$ cat src/rtl/inst_fetch_pkg.sv
// Shared constants for the instruction fetch stage:
// FSM state encodings, the NOP encoding and PC helpers.
package inst_fetch_pkg;

    // Fetch FSM states
    typedef enum logic [1:0] {
        S_REQ   = 2'd0,
        S_WAIT  = 2'd1,
        S_FLUSH = 2'd2
    } fetch_state_t;

    // addi x0, x0, 0
    localparam logic [31:0] NOP_ENC = 32'h0000_0013;

    localparam logic [31:0] PC_STEP = 32'd4;

    function automatic logic [31:0] align_pc(
        input logic [31:0] a
    );
        return {a[31:2], 2'b00};
    endfunction

endpackage

$ cat src/rtl/inst_fetch.sv
// Instruction fetch stage: one outstanding request to imem, a registered
// instruction slot for decode, and redirect/flush handling on branchEn.
// Ports: clk, rst (async, active-low); imem_req/addr/gnt/valid/rdata;
//        branchEn/branchTarget; stall; inst/inst_valid/pc; misalignErr.
module inst_fetch
    import inst_fetch_pkg::*;
#(
    parameter logic [31:0] RESET_PC = 32'h0000_0000,
    parameter logic [31:0] NOP_INST = NOP_ENC
) (
    input  logic        clk,
    input  logic        rst,
    output logic        imem_req,
    output logic [31:0] imem_addr,
    input  logic        imem_gnt,
    input  logic        imem_valid,
    input  logic [31:0] imem_rdata,
    input  logic        branchEn,
    input  logic [31:0] branchTarget,
    input  logic        stall,
    output logic [31:0] inst,
    output logic        inst_valid,
    output logic [31:0] pc,
    output logic        misalignErr
);

    fetch_state_t state;
    logic [31:0]  fetch_pc;
    logic         accept;
    logic         consume;

    // Only request when the slot will be free at the accept edge,
    // so a response can always be loaded.
    assign imem_req  = rst & (state == S_REQ) & (~inst_valid | ~stall);
    assign imem_addr = fetch_pc;
    assign accept    = imem_req & imem_gnt;
    assign consume   = inst_valid & ~stall;

    always_ff @(posedge clk or negedge rst) begin
        if (!rst) begin
            state       <= S_REQ;
            fetch_pc    <= RESET_PC;
            pc          <= RESET_PC;
            inst        <= NOP_INST;
            inst_valid  <= 1'b0;
            misalignErr <= 1'b0;
        end else if (branchEn) begin
            // Redirect wins over load and consume.
            fetch_pc    <= align_pc(branchTarget);
            inst        <= NOP_INST;
            inst_valid  <= 1'b0;
            misalignErr <= |branchTarget[1:0];
            // Any request still in flight must be drained in FLUSH.
            unique case (state)
                S_REQ:   state <= accept ? S_FLUSH : S_REQ;
                S_WAIT,
                S_FLUSH: state <= imem_valid ? S_REQ : S_FLUSH;
                default: state <= S_REQ;
            endcase
        end else begin
            misalignErr <= 1'b0;
            if (consume) begin
                inst_valid <= 1'b0;
            end
            unique case (state)
                S_REQ: begin
                    if (accept) begin
                        state <= S_WAIT;
                    end
                end
                S_WAIT: begin
                    if (imem_valid) begin
                        inst       <= imem_rdata;
                        pc         <= fetch_pc;
                        inst_valid <= 1'b1;
                        fetch_pc   <= fetch_pc + PC_STEP;
                        state      <= S_REQ;
                    end
                end
                S_FLUSH: begin
                    if (imem_valid) begin
                        state <= S_REQ;
                    end
                end
                default: state <= S_REQ;
            endcase
        end
    end

endmodule

$ cat config.mk
export PLATFORM = sky130hd
export DESIGN_NAME = inst_fetch
export DESIGN_NICKNAME = d
export VERILOG_FILES = /design/src/rtl/inst_fetch_pkg.sv /design/src/rtl/inst_fetch.sv
export SDC_FILE = /design/constraint.sdc
export NUM_CORES = 1
export LEC_CHECK = 0
export ABC_AREA = 1
export BUFFER_PORTS_ARGS = -buffer_cell sky130_fd_sc_hd__buf_2
export CAP_MARGIN = 20
export CORE_ASPECT_RATIO = 1.2
export CORE_MARGIN = 2
export CORE_UTILIZATION = 29
export DETAILED_ROUTE_END_ITERATION = 10
export PLACE_DENSITY = 0.59
export SYNTH_ARGS = -nofsm -noshare
export SYNTH_HDL_FRONTEND = slang
export SYNTH_SLANG_ARGS = --single-unit
export TNS_END_PERCENT = 30
$ cat constraint.sdc
create_clock -name clk -period 1.4 [get_ports clk]
set_input_delay 0.28 -clock clk [delete_from_list [all_inputs] [get_ports clk]]
set_output_delay 0.28 -clock clk [all_outputs]
set_load 0.01 [all_outputs]
==> impl_metrics.csv, run 1 <==
group,metric,value,unit
sta,max_freq,622,MHz
place,port_buffers,164,
sta,worst_hold_slack,0.0419,ns
sta,clock_skew,0.00643,ns
detailed_routing,wire_per_inst,15.6,um
place,hpwlAfterDp,11600,um
yosys,mappedNetlistArea,4730,sq um
critical_path,crit_top_cell,"buf_6",
clock_network,cts_root_buf,"clkbuf_16",
yosys,synth_top_flop_cell,"dfrtp_1",
sta,fin_crit,1.61,ns
layout,diodes,0,
clock_network,cts_tree,"done",
critical_path,cp-end-kind,"output port",
critical_path,crit_fanout,3,
critical_path,rr_endpoint,"imem_addr[13]",
yosys,synthTopCellsByCount,"183 x nand2_1, 93 x dfrtp_1, 53 x nor2_1, 43 x nand3_1, 41 x inv_1",
clock_network,clk_pin_slew,0.07,ns
yosys,synthCells,579,
detailed_routing,ant_nets,0,
sta,rsz0062_at_grt,"yes",
critical_path,r2r-start,"state[1]",
run_status,outcome,"finished with violations",
critical_path,path_cells,"buf_6 -> inv_4 -> ha_4 -> and3_4 -> buf_6",
grt,grt_usage,17.8,%
critical_path,crit_arrival,1.33,ns
detailed_routing,viasPerCell,4.66,
grt,grt_overflow,0,
floorplan,die_h,144,um
place,dp_cells,1007,
yosys,synth_top_area_share,49.2,%
detailed_routing,num_vias,4875,
pwr,total_power,9.49,mW
flow_run,cap_violations,0,
yosys,yosys_warnings,0,
floorplan,die_width,121,um
yosys,async_reset_ff_share,100,%
sta,maxSlewHeadroom,64.2,%
sta,final.setup.worst_slack,-0.209,ns
layout,syn_to_final_growth,54.6,%
layout,final_nets,904,
clock_network,numCtsBuffers,9,
detailed_routing,drc,0,
floorplan,coreArea,16100,sq um
layout,postLayoutCoreUtil,45.5,%
yosys,synth_top_area_cell,"dfrtp_1",
floorplan,num_rows,51,
clock_network,htreeDepth,3,
critical_path,crit_type,"reg2out",
sta,slew_viol_final,0,
layout,instances_no_fill,1047,
run_status,violations,"setup timing",
critical_path,rrSetupSlack,-0.13,ns
sta,hold_violations,0,
yosys,synth.most_common_cell,"nand2_1",
pwr,irDropWorstVdd,0.726,mV
hold_path,hp-class,"in2async",
critical_path,cpMaxStageDelayCell,"dfrtp_1",
critical_path,cp-start-kind,"flip-flop",
yosys,ys_types,32,
clock_network,clock_insertion_delay_worst_skew,0.35,ns
pwr,power.density,1300,nW/um^2
sta,final.period_utilization,115,%
grt,grt_max_degree,97,
critical_path,cp.required,1.12,ns
floorplan,initial_core_util,29.4,%
sta,tightestPinTransition,0.536,ns
yosys,synthesis.area_per_instance,8.16,sq um
floorplan,io_pins,169,
place,post-place-ws,-0.184,ns
critical_path,r2r_cells,9,
floorplan,die_area,17300,sq um
yosys,ys_ff_latch,96,
yosys,yosysSeqAreaShare,50.9,%
clock_network,clock_sinks,96,
sta,setup_violations,85,
critical_path,cpPeakStageDelay,0.39,ns
detailed_routing,initialDrtViolationCount,258,
grt,antenna_found_initial,0,
place,gp_congestion,0.870,
yosys,synth_area_leaders,"dfrtp_1 49%, nand2_1 15%, a22o_1 5.4%, nand3_1 4.6%, nor2_1 4.2%",
detailed_routing,wl,16300,um
yosys,synth_edf_count,0,
pwr,p_leak,3.75,nW
clock_network,clockBufferDepth,2,
layout,fill_cells,1570,
grt,grt_pass1_wl,23700,um
grt,grt_pass1_vias,4512,
layout,drive_gt1_share,44.0,%
detailed_routing,drt-pass1-iter-count,5,
==> final cells by class <==
class                           instances  area [sq um]  area share [%]
Clock buffer                           11           243            3.32
Clock inverter                          5           104            1.42
Inverter                               49           199            2.72
Multi-Input combinational cell        410          2270            31.1
Sequential cell                        96          2410            33.0
Tap cell                              212           265            3.63
Timing Repair Buffer                  263          1810            24.7
Timing Repair inverter                  1          6.26          0.0856
==> metrics by stage <==
step / cell area [sq um] / setup TNS, ns
6_report: 7310 / -5.85
5_1_grt: 7310 / -11.93
4_1_cts: 6890 / -1.43
3_5_place_dp: 6390 / -6.43
3_3_place_gp: 6390 / -4.51
2_1_floorplan: 4770 / 0
==> logic make-up (layout without fill, tap and decap cells) <==
logic type      Yosys count  after routing  share of synthesized area [%]
other cells               1              4                         0.0793
compound gates           95             95                           13.2
flops                    96             96                           50.9
xor+xnor                  1              1                          0.185
buf+inv                  76            329                           6.67
simple gates            306            306                           27.9
fa+ha+maj                 4              4                           1.06
==> critical path, delay by kind of cell (launching register included) <==
| family | cells | cell delay (ns) |
|---|---|---|
| adder cells (fa/ha/maj) | 1 | 0.12 |
| AND/OR/NAND/NOR | 1 | 0.19 |
| flip-flops | 1 | 0.39 |
| buffers and inverters | 3 | 0.28 |
==> worst max path at each step <==
stage | from | end | slack, ns | cells past startpoint
4_1_cts | state[0] | imem_req | -0.21 | 5
5_1_grt | state[0] | imem_req | -0.24 | 5
2_1_floorplan | state[1] | imem_addr[10] | 0.009 | 8
6_report | state[0] | imem_req | -0.21 | 5
3_3_place_gp | state[1] | imem_addr[10] | -0.17 | 7
3_5_place_dp | state[1] | imem_addr[10] | -0.18 | 7
==> registers in the layout, indices dropped and copies added (netlist names) <==
signal	flops
pc	30
state	2
inst_valid	1
misalignErr	1
inst	32
imem_addr	30
==> timing repair <==
item / CTS / global route
gates cloned: 1 / 5
resized for setup: 29 / 79
pin swaps: 5 / 16
buffers inserted: 4 / 14
setup endpoints to repair: 94 / 93
hold buffers: 0 / 0
==> cell usage in the layout, fill, tap and decap left out, types with 5 or more instances in the layout <==
| cell type | count |
|---|---|
| a21oi_1 | 9 |
| a22o_1 | 29 |
| buf_12 | 8 |
| buf_2 | 161 |
| buf_4 | 74 |
| buf_6 | 15 |
| clkbuf_16 | 12 |
| dfrtp_1 | 87 |
| dfrtp_2 | 6 |
| inv_1 | 38 |
| inv_2 | 5 |
| nand2_1 | 172 |
| nand2_2 | 15 |
| nand2_4 | 5 |
| nand3_1 | 39 |
| nor2_1 | 32 |
| nor2_2 | 13 |
| nor2_4 | 21 |
| o21ai_0 | 23 |
| o21ai_1 | 12 |
==> report_power, final <==
| group | switching (mW) | total [mW] | leakage, nW | internal [mW] |
|---|---|---|---|---|
| Clock | 1.10 | 2.90 | 0.170 | 1.80 |
| Combinational | 1.60 | 2.93 | 2.35 | 1.33 |
| Sequential | 0.350 | 3.66 | 1.22 | 3.31 |
==> layer usage <==
metal,vias to the layer above,part of all wire [%],global-route usage (%)
met3,22,5.6,3.10
met2,164,49,30.0
met5,-,0,0
met4,0,2.5,7.41
met1,2298,43,22.5
li1,2391,-,-
Note: power is estimated with default switching activity, not from simulation.
==> run 2, diff against run 1 <==
--- a/config.mk
+++ b/config.mk
@@ -10,9 +10,9 @@
 export CAP_MARGIN = 20
 export CORE_ASPECT_RATIO = 1.2
 export CORE_MARGIN = 2
-export CORE_UTILIZATION = 29
+export CORE_UTILIZATION = 35
 export DETAILED_ROUTE_END_ITERATION = 10
-export PLACE_DENSITY = 0.59
+export PLACE_DENSITY = 0.68
 export SYNTH_ARGS = -nofsm -noshare
 export SYNTH_HDL_FRONTEND = slang
 export SYNTH_SLANG_ARGS = --single-unit
==> impl_metrics.csv, run 2 (synthesis gave the netlist of run 1 again) <==
group,metric,value,unit
critical_path,setup.worst_path.start,"state[0]",
layout,max_flop_register,"inst",
pwr,irDropWorstVdd,0.792,mV
critical_path,cp-end-kind,"output port",
detailed_routing,wl,14900,um
floorplan,die_area,14500,sq um
critical_path,cp.required,1.12,ns
critical_path,crit_arrival,1.33,ns
layout,postLayoutCoreUtil,53.5,%
critical_path,rrSetupSlack,-0.21,ns
clock_network,htreeDepth,3,
layout,drive_gt1_share,41.6,%
pwr,p_leak,3.69,nW
layout,final_nets,894,
layout,diodes,0,
floorplan,num_rows,46,
place,port_buffers,164,
layout,layout_commonest_cell,"nand2_1",
layout,syn_to_final_growth,49.3,%
clock_network,cts_tree,"done",
detailed_routing,num_vias,4798,
layout,fill_cells,1215,
run_status,outcome,"finished with violations",
grt,grt_max_degree,97,
layout,seqCellArea,2410,sq um
detailed_routing,initialDrtViolationCount,225,
critical_path,crit_family,"flip-flops",
sta,rsz0062_at_grt,"yes",
sta,maxSlewHeadroom,65.2,%
floorplan,die_h,131,um
sta,clock_skew,0.00939,ns
critical_path,crit_fanout,3,
place,hpwlAfterDp,10700,um
detailed_routing,drc,0,
critical_path,cp.depth,5,
sta,final.setup.worst_slack,-0.206,ns
grt,antenna_found_initial,0,
clock_network,clk_pin_slew,0.08,ns
clock_network,cts_root_buf,"clkbuf_16",
clock_network,clockBufferDepth,2,
critical_path,rr_endpoint,"inst[23]",
hold_path,hp-class,"in2async",
critical_path,cp-start-kind,"flip-flop",
sta,tns,-5.82,ns
clock_network,clock_insertion_delay_worst_skew,0.35,ns
run_status,violations,"setup timing",
floorplan,io_pins,169,
layout,largest_reg_flops,32,
detailed_routing,viasPerCell,4.83,
critical_path,crit_buf_inv,3,
clock_network,numCtsBuffers,9,
flow_run,cap_violations,0,
critical_path,crit_type,"reg2out",
grt,grt_overflow,0,
grt,grt_usage,20.6,%
clock_network,clock_sinks,96,
pwr,total_power,8.90,mW
layout,layout_common_cells,"177 x nand2_1, 161 x buf_2, 89 x dfrtp_1",
sta,hold_violations,0,
sta,setup_violations,80,
layout,multi_input_area,2200,sq um
sta,max_freq,622,MHz
sta,slew_viol_final,0,
sta,worst_hold_slack,0.0274,ns
sta,tightestPinTransition,0.523,ns
pwr,power.density,1260,nW/um^2
detailed_routing,ant_nets,0,
detailed_routing,wire_per_inst,15.0,um
sta,fin_crit,1.61,ns
critical_path,crit_path_end,"imem_req",
floorplan,initial_core_util,35.9,%
critical_path,r2r-start,"state[0]",
floorplan,coreArea,13200,sq um
critical_path,r2r_cells,7,
detailed_routing,drt-pass1-iter-count,5,
floorplan,die_width,110,um
critical_path,cpPeakStageDelay,0.40,ns
place,gp_congestion,0.899,
clock_network,hold_buffers,0,
critical_path,crit_top_cell,"buf_6",
place,post-place-ws,-0.130,ns
critical_path,cpMaxStageDelayCell,"dfrtp_1",
sta,final.period_utilization,115,%
grt,grt_pass1_wl,23200,um
critical_path,path_cells,"buf_6 -> inv_4 -> ha_4 -> and3_4 -> buf_6",
grt,grt_pass1_vias,4740,
## run 2: changes by cell type in the layout (fill, tap and decap cells not counted), moves of 4 or more
cell     previous run  this run
nand2_2            15         8
buf_6              15         9
o21ai_0            23        29
nand2_1           172       177
buf_4              74        70
inv_8               0         4
nor2_4             21        17
## run 2: per-stage QoR
step,area (sq um),cells
after floorplan,4770,582
after global placement,6340,961
after detailed placement,6340,961
after CTS,6890,987
after global routing,7060,993
final,7060,993
## run 2: worst min-delay path by stage
stage	depth (start not counted)	start	endpoint	slack, ns
2_1_floorplan	0	rst	imem_addr[10]	-0.02
3_3_place_gp	2	rst	pc[29]	0.43
3_5_place_dp	2	rst	imem_addr[22]	0.43
4_1_cts	2	rst	imem_addr[22]	0.06
5_1_grt	2	rst	pc[29]	0.08
6_report	2	rst	imem_addr[29]	0.03
## run 2: layout make-up
type / count / share of cell area [%]
Sequential cell: 96 / 34.2
Tap cell: 168 / 2.98
Multi-Input combinational cell: 410 / 31.2
Clock inverter: 7 / 1.01
Inverter: 49 / 2.75
Clock buffer: 9 / 3.19
Timing Repair Buffer: 254 / 24.7
## run 2: repair_timing
item | CTS | global route
gates resized for setup | 29 | 43
setup endpoints to repair | 78 | 95
buffers inserted | 7 | 6
pin swaps | 6 | 12
gates cloned | 3 | 0
## run 2: routing by layer
| layer | up-vias | GRT usage, % | routed length [um] |
|---|---|---|---|
| met1 | 2227 | 26.1 | 6250 |
| met2 | 179 | 34.7 | 7470 |
| li1 | 2372 | - | - |
| met3 | 20 | 3.47 | 907 |
| met5 | - | 0 | 0 |
| met4 | 0 | 7.50 | 308 |
## run 2: report_power, final
part | internal [mW] | switching, mW
sequential | 3.31 | 0.363
combinational | 1.26 | 1.50
clock | 1.27 | 1.20
total | 5.84 | 3.07
==> run 3, diff against run 2 <==
--- a/config.mk
+++ b/config.mk
@@ -10,9 +10,9 @@
 export CAP_MARGIN = 20
 export CORE_ASPECT_RATIO = 1.2
 export CORE_MARGIN = 2
-export CORE_UTILIZATION = 35
+export CORE_UTILIZATION = 45
 export DETAILED_ROUTE_END_ITERATION = 10
-export PLACE_DENSITY = 0.68
+export PLACE_DENSITY = 0.82
 export SYNTH_ARGS = -nofsm -noshare
 export SYNTH_HDL_FRONTEND = slang
 export SYNTH_SLANG_ARGS = --single-unit
==> impl_metrics.csv, run 3 (synthesis gave the netlist of run 1 again) <==
group,metric,value,unit
run_status,outcome,"finished with violations",
run_status,violations,"setup timing",
detailed_routing,num_vias,5119,
flow_run,cap_violations,0,
grt,grt_pass1_vias,4814,
detailed_routing,drt-pass1-iter-count,5,
grt,grt_pass1_wl,23400,um
detailed_routing,viasPerCell,5.38,
layout,multi_input_area,2210,sq um
critical_path,cp-end-kind,"flip-flop",
floorplan,die_area,11300,sq um
sta,setup_violations,95,
clock_network,hold_buffers,0,
place,placed_area,6250,sq um
clock_network,clockBufferDepth,2,
place,gp_congestion,0.939,
sta,hold_violations,0,
grt,antenna_found_initial,0,
grt,grt_overflow,0,
layout,fill_cells,779,
critical_path,cp-start-kind,"flip-flop",
detailed_routing,initialDrtViolationCount,425,
layout,seqCellArea,2410,sq um
hold_path,hp-class,"in2async",
grt,grt_max_degree,97,
layout,layout_common_cells,"176 x nand2_1, 161 x buf_2, 88 x dfrtp_1",
clock_network,cts_root_buf,"clkbuf_16",
place,post-place-ws,-0.125,ns
place,port_buffers,164,
layout,max_flop_register,"inst",
sta,rsz0062_at_grt,"yes",
pwr,power.density,1270,nW/um^2
sta,fin_crit,1.62,ns
floorplan,die_h,116,um
layout,syn_to_final_growth,48.4,%
sta,max_freq,619,MHz
clock_network,htreeDepth,3,
critical_path,crit_fanout,5,
floorplan,num_rows,41,
sta,maxSlewHeadroom,65.5,%
detailed_routing,ant_nets,0,
sta,final.setup.worst_slack,-0.216,ns
floorplan,die_width,97.6,um
sta,final.period_utilization,115,%
critical_path,cp.required,1.64,ns
sta,tightestPinTransition,0.517,ns
pwr,p_leak,3.68,nW
clock_network,clk_pin_slew,0.07,ns
layout,drive_gt1_share,41.7,%
layout,final_nets,892,
layout,final_area,7020,sq um
floorplan,coreArea,10400,sq um
place,hpwlAfterDp,10800,um
clock_network,numCtsBuffers,9,
critical_path,crit_arrival,1.86,ns
floorplan,io_pins,169,
clock_network,clock_sinks,96,
layout,diodes,0,
layout,largest_reg_flops,32,
grt,grt_usage,25.8,%
detailed_routing,wl,16000,um
sta,clock_skew,0.00547,ns
detailed_routing,wire_per_inst,16.8,um
floorplan,initial_core_util,45.6,%
pwr,irDropWorstVdd,0.603,mV
critical_path,crit_type,"reg2reg",
clock_network,cts_tree,"done",
clock_network,clock_insertion_delay_worst_skew,0.34,ns
sta,slew_viol_final,0,
detailed_routing,drc,0,
layout,layout_commonest_cell,"nand2_1",
-- run 3: where the power goes --
group / internal (mW) / total (mW) / switching (mW)
registers: 3.31 / 3.67 / 0.362
logic: 1.32 / 2.89 / 1.58
clock network: 1.30 / 2.37 / 1.08
total: 5.92 / 8.94 / 3.02
-- run 3: worst max-delay path: stages, from the launching register on --
cell and delay, ns:
dfrtp_1 0.38, buf_4 0.12, ha_2 0.19, nand2_4 0.08, buf_12 0.14, nand2_8 0.11, inv_8 0.06, buf_4 0.14
nor2_2 0.11, nand2_1 0.08, nand2_1 0.06, inv_1 0.04
-- run 3: what timing repair did --
action	in CTS	in global routing
setup buffers	6	9
cloned	1	4
pin swaps	4	6
setup endpoints to repair	75	96
gates resized for setup	52	36
-- run 3: area by class of cell --
| type | instances | share of cell area (%) |
|---|---|---|
| sequential | 96 | 34.4 |
| multi-input combinational | 410 | 31.5 |
| timing repair buffer | 252 | 25.0 |
| clock buffer | 11 | 3.60 |
| inverter | 49 | 2.85 |
| tap | 129 | 2.30 |
| clock inverter | 4 | 0.410 |
-- run 3: final timing paths --
| path | startpoint | end | slack [ns] | cells after the start |
|---|---|---|---|---|
| min in group clk | branchTarget[0] | misalignErr | 0.14 | 3 |
| max | state[0] | imem_addr[14] | -0.22 | 11 |
| max reg2reg | state[0] | imem_addr[14] | -0.22 | 11 |
| min reg2reg | pc[12] | pc[12] | 0.47 | 2 |
| min | rst | inst[24] | 0.05 | 2 |
| max in group asynchronous | rst | imem_addr[7] | 0.93 | 2 |
-- run 3: through the flow --
step	total power, mW	hold slack, ns	TNS, ns	util (%)	instances
floorplan	4.89	-0.0156	0	-	582
global placement	6.12	0.441	-0.363	60.4	917
detailed placement	6.23	0.446	-3.77	60.4	917
CTS	8.77	0.0849	-8.16	65.1	939
global route	9.40	0.110	-15.24	67.7	951
finish	8.94	0.0522	-10.20	67.7	951
-- run 3: metal layers --
layer | global-route usage (%) | routed length, um | vias up
li1 | - | - | 2362
met1 | 31.6 | 6290 | 2422
met2 | 44.0 | 7850 | 289
met4 | 11.4 | 504 | 0
met3 | 6.16 | 1340 | 46
met5 | 0 | 0 | -
